===== src/rtl/sub16_serial.sv =====
// sub16_serial: 16-bit subtractor that works one nibble per clock.
// It computes in1 + ~in2 + 1 over four cycles using a 4-bit carry-lookahead
// slice. diff and the flags are updated together, only when the last nibble
// is done.
module sub16_serial (
    input  logic        clk,
    input  logic        rst,
    input  logic        start,
    input  logic [15:0] in1,
    input  logic [15:0] in2,
    output logic        ready,
    output logic        busy,
    output logic        done,
    output logic [15:0] diff,
    output logic        borrow,
    output logic        sign,
    output logic        zero,
    output logic        parity,
    output logic        overflow
);

    localparam int unsigned W     = 16;
    localparam int unsigned NIB_W = 4;
    localparam int unsigned CNT_W = 2;

    typedef enum logic [1:0] {
        IDLE = 2'd0,
        RUN  = 2'd1,
        DONE = 2'd2
    } state_t;

    // Generate/propagate lookahead over one nibble; returns {carry_out, sum}
    function automatic logic [NIB_W:0] cla4(
        input logic [NIB_W-1:0] a,
        input logic [NIB_W-1:0] b,
        input logic             cin
    );
        logic [NIB_W-1:0] g;
        logic [NIB_W-1:0] p;
        logic [NIB_W:0]   c;
        g    = a & b;
        p    = a ^ b;
        c[0] = cin;
        c[1] = g[0] | (p[0] & c[0]);
        c[2] = g[1] | (p[1] & g[0]) | (p[1] & p[0] & c[0]);
        c[3] = g[2] | (p[2] & g[1]) | (p[2] & p[1] & g[0])
             | (p[2] & p[1] & p[0] & c[0]);
        c[4] = g[3] | (p[3] & g[2]) | (p[3] & p[2] & g[1])
             | (p[3] & p[2] & p[1] & g[0])
             | (p[3] & p[2] & p[1] & p[0] & c[0]);
        return {c[4], p ^ c[NIB_W-1:0]};
    endfunction

    state_t             state_q;
    logic [W-1:0]       a_q;        // minuend, shifted right one nibble per RUN edge
    logic [W-1:0]       b_q;        // subtrahend, shifted the same way
    logic [W-1:0]       shadow_q;   // result nibbles, shifted in from the top
    logic [CNT_W-1:0]   cnt_q;
    logic               carry_q;
    logic               ready_q;
    logic               busy_q;
    logic               done_q;
    logic [W-1:0]       diff_q;
    logic               borrow_q;
    logic               sign_q;
    logic               zero_q;
    logic               parity_q;
    logic               overflow_q;

    logic [NIB_W:0]     slice_d;
    logic [NIB_W-1:0]   sum_d;
    logic               cout_d;
    logic [W-1:0]       diff_d;
    logic               ovf_d;

    // Current nibble of in1 + ~in2 + carry; on the last nibble a_q/b_q[3] hold the operand MSBs
    always_comb begin
        slice_d = cla4(a_q[NIB_W-1:0], ~b_q[NIB_W-1:0], carry_q);
        sum_d   = slice_d[NIB_W-1:0];
        cout_d  = slice_d[NIB_W];
        diff_d  = {sum_d, shadow_q[W-1:NIB_W]};
        ovf_d   = (a_q[NIB_W-1] != b_q[NIB_W-1]) && (diff_d[W-1] != a_q[NIB_W-1]);
    end

    // Control FSM, datapath registers and registered outputs
    always_ff @(posedge clk or posedge rst) begin
        if (rst) begin
            state_q    <= IDLE;
            a_q        <= '0;
            b_q        <= '0;
            shadow_q   <= '0;
            cnt_q      <= '0;
            carry_q    <= 1'b1;
            ready_q    <= 1'b1;
            busy_q     <= 1'b0;
            done_q     <= 1'b0;
            diff_q     <= '0;
            borrow_q   <= 1'b0;
            sign_q     <= 1'b0;
            zero_q     <= 1'b0;
            parity_q   <= 1'b0;
            overflow_q <= 1'b0;
        end else begin
            case (state_q)
                IDLE: begin
                    done_q <= 1'b0;
                    if (start) begin
                        a_q      <= in1;
                        b_q      <= in2;
                        shadow_q <= '0;
                        cnt_q    <= '0;
                        carry_q  <= 1'b1;
                        ready_q  <= 1'b0;
                        busy_q   <= 1'b1;
                        state_q  <= RUN;
                    end
                end
                RUN: begin
                    a_q      <= {{NIB_W{1'b0}}, a_q[W-1:NIB_W]};
                    b_q      <= {{NIB_W{1'b0}}, b_q[W-1:NIB_W]};
                    shadow_q <= diff_d;
                    carry_q  <= cout_d;
                    cnt_q    <= CNT_W'(cnt_q + CNT_W'(1));
                    if (cnt_q == CNT_W'(3)) begin
                        diff_q     <= diff_d;
                        borrow_q   <= ~cout_d;
                        sign_q     <= diff_d[W-1];
                        zero_q     <= (diff_d == '0);
                        parity_q   <= ~(^diff_d);
                        overflow_q <= ovf_d;
                        done_q     <= 1'b1;
                        state_q    <= DONE;
                    end
                end
                DONE: begin
                    done_q  <= 1'b0;
                    busy_q  <= 1'b0;
                    ready_q <= 1'b1;
                    state_q <= IDLE;
                end
                default: begin
                    done_q  <= 1'b0;
                    busy_q  <= 1'b0;
                    ready_q <= 1'b1;
                    state_q <= IDLE;
                end
            endcase
        end
    end

    assign ready    = ready_q;
    assign busy     = busy_q;
    assign done     = done_q;
    assign diff     = diff_q;
    assign borrow   = borrow_q;
    assign sign     = sign_q;
    assign zero     = zero_q;
    assign parity   = parity_q;
    assign overflow = overflow_q;

endmodule


===== config.mk =====
export PLATFORM = sky130hd
export DESIGN_NAME = sub16_serial
export DESIGN_NICKNAME = d
export VERILOG_FILES = /design/src/rtl/sub16_serial.sv
export SDC_FILE = /design/constraint.sdc
export NUM_CORES = 1
export LEC_CHECK = 0
export ABC_AREA = 1
export ABC_CLOCK_PERIOD_IN_PS = 2600
export CAP_MARGIN = 20
export CORE_UTILIZATION = 41
export DETAILED_ROUTE_END_ITERATION = 7
export PLACE_DENSITY_LB_ADDON = 0.08
export SLEW_MARGIN = 20
export SYNTH_ARGS = -nofsm -noshare
export SYNTH_HDL_FRONTEND = slang
export SYNTH_SLANG_ARGS = --single-unit

===== constraint.sdc =====
create_clock -name clk -period 2.6 [get_ports clk]
set_clock_uncertainty 0.05 [all_clocks]
set_input_delay 0.39 -clock clk [delete_from_list [all_inputs] [get_ports clk]]
set_output_delay 0.39 -clock clk [all_outputs]
set_load 0.01 [all_outputs]

==> flow_metrics.py, run 1 <==
metrics = {
    "outcome": {
        "outcome": "completed",
    },
    "critical_path": {
        "cp_max_fo": 4,
        "cp-endpoint": "parity",
        "arrival_ns": 2.43,
        "reg2reg_slack_ns": 0.36,
        "start_kind": "register",
        "r2r_end": "parity",
        "cp-startpoint": "carry_q",
        "worstRegToRegCells": 14,
        "cp-end-kind": "register",
        "crit_type": "reg -> reg",
        "r2r-start": "carry_q",
        "cp.required_ns": 2.78,
    },
    "clocking": {
        "clkLatencyLatePin_ns": 0.34,
        "post_cts_resized": 0,
        "clk_pin_slew_worst_paths_ns": 0.08,
        "cts_root_buf": "clkbuf_8",
        "hold_buffers": 0,
        "post_cts_buffers": 0,
        "clock_sinks": 72,
        "cts_buffers": 9,
        "max-clock-path-buffers": 2,
        "htree_levels": 3,
        "cts_tree": "yes",
    },
    "detailed_routing": {
        "drc": 0,
        "highest_layer": "met4",
        "vias": 2596,
        "routed_wl_microns": 6862,
        "dr_wl_met3_microns": 226,
        "drt-met1-wl_microns": 3264,
        "drtAntennaViolNets": 0,
        "drt_pre_antenna_iters": 4,
        "avgViaCountPerCell": 4.880,
        "wl_met2_microns": 3288,
        "wire_per_inst_microns": 12.90,
        "dr.first_iter.drc_count": 105,
    },
    "timing": {
        "hold_violations": 0,
        "setup-tns-final_ns": 0,
        "finalCriticalPeriod_ns": 2.243,
        "tightest_slew_ns": 0.5756,
        "slew_violations": 0,
        "fin_ws_ns": 0.3575,
        "max_slew_margin_pct": 61.57,
        "finalSetupViolations": 0,
        "fmax_mhz": 445.9,
        "fin_crit_sh_pct": 86.25,
        "grt_setup_unrepaired": "false",
    },
    "synth": {
        "yosysTopAreaCell": "dfrtp_1",
        "yosysTopAreaCellShare_pct": 52.93,
        "syn_area_per_cell_sq_um": 8.993,
        "syn-cell-area_sq_mm": 0.003309,
        "ys_ff_latch": 72,
        "yosysMostFrequentCell": "nand2_1",
        "synth_async_sr_flop_share_pct": 100.0,
        "synthesis.nets": 417,
        "synthCells": 368,
        "yosys_warnings": 0,
        "synth_common_cells": "nand2_1 (84), dfrtp_1 (70), a21oi_1 (44)",
        "ys_types": 28,
        "synth_edf_count": 0,
        "seq_area_frac_synth_pct": 54.52,
        "yosys-top-cells-area": "dfrtp_1 (53%), nand2_1 (9.5%), a21oi_1 (6.7%)",
        "ys.flop_type": "dfrtp_1",
    },
    "floorplan": {
        "die_h_microns": 91.85,
        "core_area_sq_mm": 0.007767,
        "std_cell_rows": 32,
        "initial_core_util_pct": 42.61,
        "die_x_microns": 91.85,
        "io_pins": 59,
        "die-area_sq_mm": 0.008436,
    },
    "pwr": {
        "switching_share_pct": 41.70,
        "cellLeakagePower_nw": 2.009,
        "powerDensity_mw_per_mm2": 1476,
        "p_int_mw": 3.624,
        "p_comb_share_pct": 52.3,
        "pwr-share-seq_pct": 30.8,
        "p_sw_mw": 2.593,
        "clock_power_share_pct": 16.8,
        "irDropWorstVdd_uv": 514.4,
    },
    "cells_and_area": {
        "nFillCells": 756,
        "synthToLayoutAreaGrowth_pct": 27.26,
        "antenna_cells": 0,
        "drive_above_1_share_pct": 7.442,
        "nets": 474,
    },
    "grt": {
        "grt_pass1_vias": 2506,
        "grtUsageTotal_pct": 18.03,
        "grt_max_degree": 38,
        "overflow": 0,
        "grt_pass1_wl_microns": 11850,
        "antenna_found_initial": 0,
    },
    "placement": {
        "place_congestion": 0.8033,
        "hpwlAfterDp_microns": 4647,
        "portBuffers": 58,
        "dp_slack_ns": 0.3445,
    },
    "job": {
        "max_cap_viol_count": 0,
    },
    "worst_hold_path": {
        "hold_path.class": "in -> async",
    },
}
-- power groups by stage --
stage / Clock (mW) / Sequential (mW) / Combinational [mW]
global placement: 0 / 1.93 / 3.20
floorplan: 0 / 1.97 / 2.34
global route: 1.12 / 1.98 / 3.73
detailed placement: 0 / 1.94 / 3.27
CTS: 1.07 / 1.92 / 3.29
finish: 1.05 / 1.92 / 3.25
-- registers in the layout, summed over array words and instances, names as in the netlist --
register and cells:
state_q 2, ready 1, cnt_q 2, parity 1, a_q 16, zero 1, shadow_q 12, overflow 1
diff 16, busy 1, borrow 1, carry_q 1, b_q 16, done 1
-- how the worst min path moves through the flow --
stage,from,endpoint,slack (ns),cells past startpoint
final,rst,diff[0],0.38,2
after global routing,rst,state_q[1],0.42,2
after CTS,rst,state_q[1],0.39,2
after detailed placement,b_q[15],b_q[15],0.41,2
after global placement,b_q[15],b_q[15],0.41,2
after floorplan,a_q[15],a_q[15],0.39,2
-- metrics by stage --
step	instances	utilization (%)	cell area [sq um]	power [mW]	hold slack (ns)
2_1_floorplan	368	-	3309	4.317	0.3922
3_3_place_gp	516	51.19	3976	5.130	0.4096
3_5_place_dp	516	51.19	3976	5.212	0.4140
4_1_cts	532	54.22	4212	6.282	0.3873
5_1_grt	532	54.22	4212	6.834	0.4202
6_report	532	54.22	4212	6.217	0.3786
-- cells by family (layout without fill, tap and decap cells) --
family / Yosys count / count (layout) / synth area share, %
AOI/OAI and AO/OA: 89 / 89 / 15.09
xor gates and xnor gates: 1 / 1 / 0.2647
adders and majority gates: 14 / 14 / 5.520
buffers and inverters: 58 / 120 / 7.600
DFF: 72 / 72 / 54.52
and+or+nand+nor: 134 / 134 / 17.01
-- placed cells by master, fill, tap and decap left out, drive strengths merged --
cell type | synthesis | routed
nand3 | 13 | 13
dfstp | 2 | 2
or3 | 1 | 1
dfrtp | 70 | 70
clkbuf | 5 | 10
buf | 13 | 6
fa | 1 | 1
or2 | 1 | 1
o22ai | 12 | 12
a21oi | 44 | 44
nand4 | 2 | 2
nand2 | 85 | 85
bufinv | 0 | 3
a22oi | 5 | 5
xor2 | 1 | 1
ha | 13 | 13
clkinvlp | 0 | 1
inv | 40 | 40
a22o | 7 | 7
clkinv | 0 | 2
nor2 | 32 | 32
clkdlybuf4s50 | 0 | 58
o21ai | 21 | 21
-- routing by layer --
metal | vias to the layer above | GRT usage, %
met4 | 0 | 7.422
li1 | 1317 | -
met5 | - | 0
met1 | 1225 | 22.86
met3 | 7 | 3.980
met2 | 47 | 29.79
-- final cells by class --
type,count,area (sq um),share of cell area (%)
sequential,72,1804,42.84
clock inverter,6,107.6,2.555
inverter,40,152.6,3.624
clock buffer,10,127.6,3.030
tap,102,127.6,3.030
multi-input combinational,238,1254,29.77
timing repair buffer,64,638.1,15.15
-- worst max-delay path, stage by stage (launching register included) --
cell     delay [ns]
dfstp_2        0.55
inv_1          0.05
fa_1           0.37
xor2_1         0.25
ha_1           0.29
inv_1          0.06
nand3_1        0.07
nand2_1        0.08
inv_1          0.04
nand2_1        0.05
nand2_1        0.05
inv_1          0.05
nand3_1        0.05
nand3_1        0.07
nand2_1        0.05
Power figures use the tool's default switching activity.
==> run 2, diff against run 1 <==
--- a/config.mk
+++ b/config.mk
@@ -11,6 +11,7 @@
 export CORE_UTILIZATION = 41
 export DETAILED_ROUTE_END_ITERATION = 7
 export PLACE_DENSITY_LB_ADDON = 0.08
+export SKIP_CTS_REPAIR_TIMING = 1
 export SLEW_MARGIN = 20
 export SYNTH_ARGS = -nofsm -noshare
 export SYNTH_HDL_FRONTEND = slang
==> results of run 2 <==
The final DEF is identical to that of run 1; final timing and power are the same.
==> run 3, diff against run 2 <==
--- a/config.mk
+++ b/config.mk
@@ -10,7 +10,7 @@
 export CAP_MARGIN = 20
 export CORE_UTILIZATION = 41
 export DETAILED_ROUTE_END_ITERATION = 7
-export PLACE_DENSITY_LB_ADDON = 0.08
+export PLACE_DENSITY_LB_ADDON = 0.12
 export SKIP_CTS_REPAIR_TIMING = 1
 export SLEW_MARGIN = 20
 export SYNTH_ARGS = -nofsm -noshare
==> flow_metrics.py, run 3 (same netlist as run 1, synthesis figures left out) <==
metrics = {
    "outcome": {
        "outcome": "completed",
    },
    "timing": {
        "hold_violations": 0,
        "grt_setup_unrepaired": "false",
        "max_slew_margin_pct": 61.51,
        "setup-tns-final_ns": 0,
        "tightest_slew_ns": 0.5766,
        "finalCriticalPeriod_ns": 2.294,
        "fin_ws_ns": 0.3065,
        "finalSetupViolations": 0,
        "slew_violations": 0,
        "fin_crit_sh_pct": 88.21,
        "fmax_mhz": 436.0,
    },
    "placement": {
        "place_inst": 514,
        "portBuffers": 58,
        "hpwlAfterDp_microns": 4486,
        "dp_slack_ns": 0.3764,
        "place_congestion": 0.8307,
    },
    "critical_path": {
        "crit_chain": "inv_1 -> fa_1 -> xor2_1 -> ha_1 -> inv_1 -> nand3_1 -> nand2_1 -> inv_1 -> nand2_1 -> nand2_1 -> inv_1 -> nand3_1 -> nand3_1 -> nand2_1",
        "slowest_delay_ns": 0.55,
        "cp_max_fo": 4,
        "critical-path-slowest-cell": "dfstp_2",
        "start_kind": "register",
        "crit_type": "reg -> reg",
        "crit_buf_inv": 4,
        "cp-end-kind": "register",
        "critical-path-top-delay-family": "adder cells",
        "arrival_ns": 2.48,
        "cp.required_ns": 2.78,
    },
    "cells_and_area": {
        "finalCoreUtilization_pct": 53.85,
        "synthToLayoutAreaGrowth_pct": 26.39,
        "layout.cells.most_common": "nand2_1",
        "layout_common_cells": "nand2_1 (84), dfrtp_1 (70), clkdlybuf4s50_1 (58)",
        "nFillCells": 756,
        "drive_above_1_share_pct": 7.009,
        "antenna_cells": 0,
        "nets": 472,
        "finalNonFillerCells": 530,
    },
    "floorplan": {
        "io_pins": 59,
        "initial_core_util_pct": 42.61,
        "die_x_microns": 91.85,
        "core_area_sq_mm": 0.007767,
        "die_h_microns": 91.85,
        "std_cell_rows": 32,
        "die-area_sq_mm": 0.008436,
    },
    "clocking": {
        "cts_root_buf": "clkbuf_8",
        "cts_buffers": 9,
        "cts_tree": "yes",
        "clock_sinks": 72,
        "htree_levels": 3,
        "clkLatencyLatePin_ns": 0.35,
        "clk_pin_slew_worst_paths_ns": 0.08,
        "max-clock-path-buffers": 2,
    },
    "grt": {
        "top_usage_layer": "met2",
        "met3_usage_pct": 4.478,
        "grt_pass1_wl_microns": 11810,
        "overflow": 0,
        "grt_max_degree": 73,
        "grtUsageTotal_pct": 17.72,
        "antenna_found_initial": 0,
        "gr-usage-met2_pct": 28.48,
        "met1_usage_pct": 23.76,
        "grt_pass1_vias": 2525,
    },
    "detailed_routing": {
        "routed_wl_microns": 6837,
        "drtAntennaViolNets": 0,
        "dr.first_iter.drc_count": 88,
        "vias": 2629,
        "drt_pre_antenna_iters": 5,
        "avgViaCountPerCell": 4.960,
        "drc": 0,
        "wire_per_inst_microns": 12.90,
    },
    "pwr": {
        "cellLeakagePower_nw": 1.988,
        "powerDensity_mw_per_mm2": 1477,
        "irDropWorstVdd_uv": 486.3,
    },
    "job": {
        "max_cap_viol_count": 0,
    },
    "worst_hold_path": {
        "hold_path.class": "in -> async",
    },
}
## run 3: final cells by class
type / instances / area, sq um / area share [%]
Clock buffer: 11 / 141.4 / 3.380
Sequential cell: 72 / 1804 / 43.13
Clock inverter: 5 / 80.08 / 1.914
Tap cell: 102 / 127.6 / 3.051
Multi-Input combinational cell: 238 / 1254 / 29.97
Timing Repair Buffer: 62 / 623.1 / 14.90
Inverter: 40 / 152.6 / 3.649
## run 3: final timing paths
path                              start      end  slack [ns]  depth (start not counted)
worst max-delay path            carry_q   parity        0.31                         14
worst min-delay path                rst  b_q[15]        0.38                          3
worst max register to register  carry_q   parity        0.31                         14
worst min register to register   borrow   borrow        0.43                          2
max in group asynchronous           rst  carry_q        1.77                          3
min in group clk                 borrow   borrow        0.43                          2
## run 3: power breakdown
group	internal, mW	switching (mW)	leakage, nW
Sequential	1.67	0.257	0.888
Combinational	1.31	1.97	0.995
Clock	0.565	0.416	0.106
## run 3: layer usage
layer | vias up | wire [microns]
met5 | - | 0
met4 | 0 | 80
met3 | 7 | 254
met2 | 63 | 3219
met1 | 1240 | 3282
li1 | 1319 | -
## run 3: per-stage QoR
step           cell area, sq um  power, mW  hold slack (ns)
6_report                   4183      6.179           0.3787
2_1_floorplan              3309      4.317           0.3922
3_3_place_gp               3961      5.103           0.4052
5_1_grt                    4183      6.819           0.4388
4_1_cts                    4183      6.226           0.4012
3_5_place_dp               3961      5.198           0.4129
## run 3: worst min-delay path, stage by stage
cell             delay [ns]
clkdlybuf4s50_1        0.41
inv_2                  0.07
buf_12                 0.32
